<file path="src/rtl/regfile_32x64_if.sv">
// Register-file bus: two read ports and one write port between decode and execute.
// The datapath side uses the master modport; the register file uses the slave modport.
interface regfile_32x64_if #(
  parameter int WIDTH = 64
);
  logic [4:0]       ReadRegister1;
  logic [4:0]       ReadRegister2;
  logic [4:0]       WriteRegister;
  logic             RegWrite;
  logic [WIDTH-1:0] WriteData;
  logic [WIDTH-1:0] ReadData1;
  logic [WIDTH-1:0] ReadData2;

  modport master (
    output ReadRegister1, ReadRegister2, WriteRegister, RegWrite, WriteData,
    input  ReadData1, ReadData2
  );

  modport slave (
    input  ReadRegister1, ReadRegister2, WriteRegister, RegWrite, WriteData,
    output ReadData1, ReadData2
  );
endinterface

</file>
<file path="src/rtl/regfile_32x64.sv">
// 32 x WIDTH architectural register file with XZR at index 31.
// It has two combinational read ports, one synchronous write port, and optional write-to-read bypass.
module regfile_32x64 #(
  parameter int WIDTH  = 64,
  parameter int BYPASS = 1
) (
  input  logic            clk,
  input  logic            reset_n,
  regfile_32x64_if.slave  rf
);
  logic [WIDTH-1:0] r_regs [0:30];
  logic [30:0]      w_wen;
  logic [WIDTH-1:0] w_rd1;
  logic [WIDTH-1:0] w_rd2;
  logic             w_byp1;
  logic             w_byp2;

  // One-hot write decode; index 31 has no storage, so it never gets an enable.
  always_comb begin
    w_wen = '0;
    for (int k = 0; k < 31; k++) begin
      w_wen[k] = rf.RegWrite && (rf.WriteRegister == 5'(k));
    end
  end

  always_ff @(posedge clk or negedge reset_n) begin
    if (!reset_n) begin
      for (int k = 0; k < 31; k++) begin
        r_regs[k] <= '0;
      end
    end else begin
      for (int k = 0; k < 31; k++) begin
        if (w_wen[k]) r_regs[k] <= rf.WriteData;
      end
    end
  end

  // The 32:1 read selection has no matching term for index 31, so that index reads zero.
  always_comb begin
    w_rd1 = '0;
    w_rd2 = '0;
    for (int k = 0; k < 31; k++) begin
      if (rf.ReadRegister1 == 5'(k)) w_rd1 = r_regs[k];
      if (rf.ReadRegister2 == 5'(k)) w_rd2 = r_regs[k];
    end
  end

  assign w_byp1 = (BYPASS != 0) && reset_n && rf.RegWrite &&
                  (rf.WriteRegister == rf.ReadRegister1) && (rf.ReadRegister1 != 5'd31);
  assign w_byp2 = (BYPASS != 0) && reset_n && rf.RegWrite &&
                  (rf.WriteRegister == rf.ReadRegister2) && (rf.ReadRegister2 != 5'd31);

  assign rf.ReadData1 = w_byp1 ? rf.WriteData : w_rd1;
  assign rf.ReadData2 = w_byp2 ? rf.WriteData : w_rd2;
endmodule

</file>
<file path="src/flat_wrapper.sv">
// flat-port wrapper written by rule: the top's interface ports become plain ports
module regfile_32x64_flat 
#(
  parameter int WIDTH  = 64,
  parameter int BYPASS = 1
)
  (clk, reset_n, rf_ReadRegister1, rf_ReadRegister2, rf_WriteRegister, rf_RegWrite, rf_WriteData, rf_ReadData1, rf_ReadData2);
  regfile_32x64_if #(.WIDTH(WIDTH)) rf_i ();
  input  logic clk;
  input  logic reset_n;
  input wire logic [$bits(rf_i.ReadRegister1)-1:0] rf_ReadRegister1;
  input wire logic [$bits(rf_i.ReadRegister2)-1:0] rf_ReadRegister2;
  input wire logic [$bits(rf_i.WriteRegister)-1:0] rf_WriteRegister;
  input wire logic [$bits(rf_i.RegWrite)-1:0] rf_RegWrite;
  input wire logic [$bits(rf_i.WriteData)-1:0] rf_WriteData;
  output wire logic [$bits(rf_i.ReadData1)-1:0] rf_ReadData1;
  output wire logic [$bits(rf_i.ReadData2)-1:0] rf_ReadData2;
  assign rf_i.ReadRegister1 = rf_ReadRegister1;
  assign rf_i.ReadRegister2 = rf_ReadRegister2;
  assign rf_i.WriteRegister = rf_WriteRegister;
  assign rf_i.RegWrite = rf_RegWrite;
  assign rf_i.WriteData = rf_WriteData;
  assign rf_ReadData1 = rf_i.ReadData1;
  assign rf_ReadData2 = rf_i.ReadData2;
  regfile_32x64 #(.WIDTH(WIDTH), .BYPASS(BYPASS)) u_core (.clk(clk), .reset_n(reset_n), .rf(rf_i));
endmodule
</file>
<file path="config.mk">
export PLATFORM = sky130hd
export DESIGN_NAME = regfile_32x64_flat
export DESIGN_NICKNAME = d
export VERILOG_FILES = /design/src/rtl/regfile_32x64_if.sv /design/src/rtl/regfile_32x64.sv /design/src/flat_wrapper.sv
export SDC_FILE = /design/constraint.sdc
export NUM_CORES = 2
export LEC_CHECK = 0
export ABC_AREA = 1
export CELL_PAD_IN_SITES_DETAIL_PLACEMENT = 1
export CELL_PAD_IN_SITES_GLOBAL_PLACEMENT = 1
export CORE_MARGIN = 2
export CORE_UTILIZATION = 46
export DETAILED_ROUTE_END_ITERATION = 10
export PLACE_DENSITY_LB_ADDON = 0.1
export SLEW_MARGIN = 20
export SYNTH_ARGS = -nofsm -noshare
export SYNTH_HDL_FRONTEND = slang
export SYNTH_SLANG_ARGS = --single-unit
</file>
<file path="constraint.sdc">
create_clock -name clk -period 6.9 [get_ports clk]
set_input_delay 2.07 -clock clk [delete_from_list [all_inputs] [get_ports clk]]
set_output_delay 2.07 -clock clk [all_outputs]
set_load 0.05 [all_outputs]
</file>
Word-level counts from Yosys, hierarchy flattened --
Cells that the tools add are included.
Cells by class: equality and inequality tests 94, multiplexer cells 64, reductions and logical operators 39
Operators by type and width (count):
- $mux W64 | 64
- $eq A5 B5 Y1 const B | 45
- $eq A5 B4 Y1 const B | 24
- $eq A5 B3 Y1 const B | 12
- $logic_and A1 B1 Y1 | 36
- $eq A5 B2 Y1 const B | 6
- $eq A5 B1 Y1 const B | 3
- $logic_not A5 Y1 | 3
- $eq A5 B5 Y1 | 2
- $ne A5 B5 Y1 const B | 2
Storage, ports and cells: flip-flop bits (word level) 1984, input port bits 82, output and inout bits 128, logic and storage cells 228

Longest topological paths before layout --
word-level depth 33, mapped depth 26, mapped depth without buffers 24

Least setup slack after synthesis --
OpenSTA, ideal clock, no wires.
path kind input-to-output, start point in rf_ReadRegister2[4], end point out rf_ReadData2[20], arrival 4.613 ns, data required time 4.830 ns, slack 0.217 ns, cell stages on the path 12, path buffers 5, path through buf_4 > inv_1 > buf_2 > buf_4 > buf_2 > o221ai_1 > a2111oi_0 > nand4_1 > inv_2 > buf_2 > a21oi_1 > a21oi_1
Between the ends: word-level cells in the longest chain between the ends 33, elaborated cells between the ends (all ways) 67, those cells by class eq/ne (32); mux (32); reduce/logical (3)
RTL lines:
- start, declared | RTL line flat_wrapper.sv:12 | input wire logic [$bits(rf_i.ReadRegister2)-1:0] rf_ReadRegister2;
- $logic_not A5 Y1 | RTL line regfile_32x64.sv:44 | if (rf.ReadRegister2 == 5'(k)) w_rd2 = r_regs[k];
- $mux W64 (31 in a row) | RTL line regfile_32x64.sv:44
- $mux W64 (*) | RTL line regfile_32x64.sv:54 | assign rf.ReadData2 = w_byp2 ? rf.WriteData : w_rd2;
- end, declared | RTL line flat_wrapper.sv:17 | output wire logic [$bits(rf_i.ReadData2)-1:0] rf_ReadData2;
Mark *: on every way between the ends. The rest lies on a longest branch, timed or not.

Worst setup path in the final report --
start point in rf_ReadRegister1[4], end point out rf_ReadData1[28]
Between the ends: word-level cells in the longest chain between the ends 33, elaborated cells between the ends (all ways) 67, those cells by class eq/ne (32); mux (32); reduce/logical (3)
RTL lines:
- start, declared | RTL line flat_wrapper.sv:11 | input wire logic [$bits(rf_i.ReadRegister1)-1:0] rf_ReadRegister1;
- $logic_not A5 Y1 | RTL line regfile_32x64.sv:43 | if (rf.ReadRegister1 == 5'(k)) w_rd1 = r_regs[k];
- $mux W64 (31 in a row) | RTL line regfile_32x64.sv:43
- $mux W64 (*) | RTL line regfile_32x64.sv:53 | assign rf.ReadData1 = w_byp1 ? rf.WriteData : w_rd1;
- end, declared | RTL line flat_wrapper.sv:16 | output wire logic [$bits(rf_i.ReadData1)-1:0] rf_ReadData1;
Marked as above.

==> impl_results.rst <==
.. list-table::
   :header-rows: 1

   * - Metric
     - Value
   * - Reg2Reg Setup Slack
     - 5880 ps
   * - Start-to-end type of the worst setup path
     - primary input to output pin
   * - Clock tree from TritonCTS
     - yes
   * - Result of the run
     - finished with violations
   * - DR pass1 iterations
     - 6
   * - Commonest cells in the netlist
     - nand2_1, o21ai_0, dfrtp_1
   * - Post-synthesis cell type with the largest combined area
     - dfrtp_1
   * - Average vias per placed instance
     - 6.14
   * - Post-synthesis cell type count
     - 31
   * - Largest voltage drop on the vdd net
     - 0.230 mV
   * - Setup TNS
     - -107260 ps
   * - EDFF count, synth
     - 0
   * - Standard cell area after detailed placement
     - 0.115 mm²
   * - Minimum period implied by the final worst setup slack
     - 8010 ps
   * - Filler Cell Count
     - 27351
   * - GR met3 Demand/Resource
     - 9.22%
   * - Sequential cell area
     - 0.0496 mm²
   * - Syn Std Cell Area
     - 0.102 mm²
   * - Max-cap check violation count
     - 0
   * - Total CTS buffers
     - 222
   * - Relative area change from synthesis to final layout
     - 25.4%
   * - Wire length after detailed routing
     - 498000 µm
   * - Max stage delay cell, worst path
     - nor2_2
   * - Synthesized-area fraction occupied by and/or/nand/nor cells
     - 32.4%
   * - Int Pwr
     - 23.0 mW
   * - Worst Hold Path Cells
     - 2
   * - Dominant cells by area after synthesis
     - dfrtp_1, nand2_1, o21ai_0
   * - Cell with the most instances after synthesis
     - nand2_1
   * - Layout cell share with drive strength beyond 1
     - 17.2%
   * - Worst relative slew slack
     - 21.5%
   * - Area share of the largest cell type after synthesis
     - 48.5%
   * - Terminus of the critical flop-to-flop path
     - u_core.r_regs[1586]
   * - Total half-perimeter wirelength after legalization and detailed placement
     - 337000 µm
   * - Die height
     - 476 µm
   * - Net count after synthesis
     - 14519
   * - Combinational group share of total power
     - 20.0%
   * - Width of the chip
     - 476 µm
   * - Iteration-0 DRC count of the detailed router
     - 12303
   * - Maximum single-stage delay on the critical path
     - 220 ps
   * - Pin count of the biggest net entering global routing
     - 169
   * - Total power density per cell area
     - 270 mW/mm²
   * - Mean area per synthesized cell
     - 7.09 µm²
   * - Worst path setup slack after routing
     - -1110 ps
   * - Final GP Congestion
     - 0.968
   * - Net switching power of the design
     - 11.6 mW
   * - Slew at the pin closest to its max-slew limit
     - 1170 ps
   * - Biggest registers after layout
     - u_core.r_regs (1984)
   * - GRT Max-Usage Layer
     - met2
   * - Number of storage elements in the synthesis netlist
     - 1984
   * - Longest Clk Path Bufs
     - 3
   * - Prevailing post-synth register cell
     - dfrtp_1
   * - Net count of the finished layout
     - 15131
   * - H-tree lvl count
     - 4
   * - Initial antenna violation count
     - 19
   * - Endpoint of the worst hold path
     - u_core.r_regs[1817]
   * - Failing checks
     - setup timing
   * - Cell at the root of the clock tree
     - clkbuf_16
   * - Maximum clock skew at final layout
     - 0 ps
   * - Tightest Hold Check Type
     - register to register
   * - Max Fclk
     - 125 MHz
   * - Gate family responsible for the most delay along the worst path
     - simple AND/OR/NAND/NOR gates
   * - Detailed-route wire length per cell
     - 27.4 µm
   * - Number of global-route vias before repair
     - 113109
   * - Data required time of the worst path
     - 4830 ps
   * - Clock transition at the registers of the reported paths
     - 60 ps
   * - Share of total power consumed by net switching
     - 33.6%
   * - Most used cell, CP
     - nand4_1
   * - Placeable core area
     - 0.222 mm²
   * - Clock sink count
     - 1984
   * - Startpoint class of the critical path
     - primary input
   * - Critical path endpoint category
     - output pin
   * - Data arrival time of the critical path
     - 5940 ps
   * - Sequential element share of the synthesized area
     - 48.5%
   * - Largest family of logic cells by synthesized area
     - simple AND/OR/NAND/NOR gates
   * - Share of synthesized flip-flops with an asynchronous set or reset
     - 100%
   * - Count of boundary I/O pins
     - 210
   * - Initial standard-cell utilization of the core
     - 46.2%
   * - Post-synthesis compound-gate area fraction
     - 11.5%
   * - DR vias
     - 111710
   * - Met2 capacity usage during global routing
     - 64.0%
   * - Share of total power in sequential cells
     - 45.3%
   * - Die Area
     - 0.226 mm²
   * - Global-route wire length before repair
     - 719000 µm
   * - Adder-cell area share of the yosys netlist
     - 0%
   * - Final Cell Area
     - 0.128 mm²
   * - Number of hold-slack violations in the final timing report
     - 0
   * - Synthesized instance count
     - 14437
   * - GR Layer Usage met1
     - 55.7%
   * - Multiplexer area fraction after synthesis
     - 0%
   * - Reg with most FFs
     - u_core.r_regs
   * - Final standard cell utilization of the core
     - 57.9%
   * - Site row count
     - 173
   * - Xor and xnor fraction of the mapped netlist area
     - 0.0257%
   * - Final max-slew violation count
     - 0
   * - RSZ-0062 raised after global routing
     - true
   * - Critical-path maximum fanout
     - 5
   * - Global route total overflow
     - 0
   * - Source of the worst register-to-register timing path
     - u_core.r_regs[1586]
   * - Multi-input gate area
     - 0.0481 mm²
   * - Clock network latency to the later pin of the worst-skew pair
     - 850 ps
   * - Proportion of power drawn by the clock network
     - 34.7%
   * - I/O Buffers
     - 209
   * - Synth Warn #
     - 0
   * - Final count of negative-setup-slack endpoints
     - 128
   * - Remaining antenna violation count after routing
     - 0
   * - Overall Global Routing Usage
     - 41.9%
   * - Residual DRC
     - 0
   * - CP Buf/Inv Count
     - 9
   * - Length in cells of the worst reg-to-reg path
     - 2
   * - Final clock period utilization by the worst path
     - 116%
   * - Startpoint of the lowest-slack hold path
     - u_core.r_regs[1817]
   * - Leakage
     - 59.2 nW
   * - Hold-fix buffer count after cts
     - 0
   * - Flip-flop count of the largest register after layout
     - 1984
   * - Launching instance or port of the critical path
     - rf_ReadRegister1[4]
## worst max-delay path by stage
stage	end	cells after the start	slack [ps]
final	rf_ReadData1[28]	27	-1110
after detailed placement	rf_ReadData2[10]	26	-1910
after global placement	rf_ReadData2[10]	27	-1780
after floorplan	rf_ReadData2[20]	12	220
after CTS	rf_ReadData1[42]	26	-850
after global routing	rf_ReadData1[15]	27	-1210
## worst reg2reg max path: cells and delay by family, from the launching register on
kind	cells	cell delay (ps)
DFF	1	440
AOI/OAI and AO/OA	1	220
and+or+nand+nor	1	170
## cell families after synthesis
group | Yosys count
buffers and inverters | 2010
AOI/OAI and AO/OA | 2347
xor gates and xnor gates | 3
DFF | 1984
and+or+nand+nor | 8093
## power groups by stage
stage          combinational [mW]  sequential [mW]  clock (mW)
3_3_place_gp                 5.98             15.5           0
5_1_grt                      7.57             15.9        12.5
3_5_place_dp                 6.28             15.7           0
2_1_floorplan                3.52             15.1           0
4_1_cts                      6.55             15.5        12.0
6_report                     6.95             15.7        12.0
## area by class of cell
| type | count | share of cell area [%] |
|---|---|---|
| Clock buffer | 350 | 5.22 |
| Timing Repair Buffer | 1466 | 12.5 |
| Sequential cell | 1984 | 38.7 |
| Timing Repair inverter | 1 | 0.00682 |
| Inverter | 930 | 2.79 |
| Antenna cell | 7 | 0.0136 |
| Tap cell | 2975 | 2.90 |
| Multi-Input combinational cell | 10444 | 37.5 |
| Clock inverter | 51 | 0.349 |
## layer usage
layer | wire length (µm) | vias up
li1 | - | 47449
met1 | 197000 | 56662
met2 | 220000 | 5855
met3 | 48700 | 1732
met4 | 32100 | 12
met5 | 94 | -
## metrics by stage
stage	std cells	setup slack [ps]	total power, mW	hold slack, ps
after global placement	17599	-1780	21.5	465
after global routing	18203	-1210	36.0	509
after floorplan	14437	217	18.7	453
final	18208	-1110	34.6	485
after detailed placement	17599	-1910	22.0	472
after CTS	18094	-855	34.1	486
## cell usage in the layout, fill, tap and decap left out, types with 56 or more instances in the layout
cell type | Yosys | final
buf_4 | 16 | 890
nor2_2 | 15 | 318
nor2_4 | 4 | 93
nand2_2 | 1 | 186
clkbuf_1 | 971 | 67
dfrtp_1 | 1984 | 1984
nand2_1 | 5291 | 5045
clkbuf_16 | 0 | 236
buf_12 | 0 | 279
clkbuf_8 | 0 | 56
a21oi_1 | 253 | 216
nor3_1 | 84 | 59
nand4_1 | 949 | 949
inv_1 | 898 | 863
o21ai_0 | 2089 | 2086
nand2_4 | 0 | 56
buf_6 | 2 | 159
nor2_1 | 1616 | 1225
clkdlybuf4s50_1 | 0 | 70
## what timing repair did
action / CTS / global route
gates resized for setup: 652 / 613
gates cloned: 10 / 9
endpoints found under the setup margin: 128 / 128
setup buffers: 102 / 117
pin swaps: 353 / 702
No activity file was read; power rests on OpenSTA's default activity.
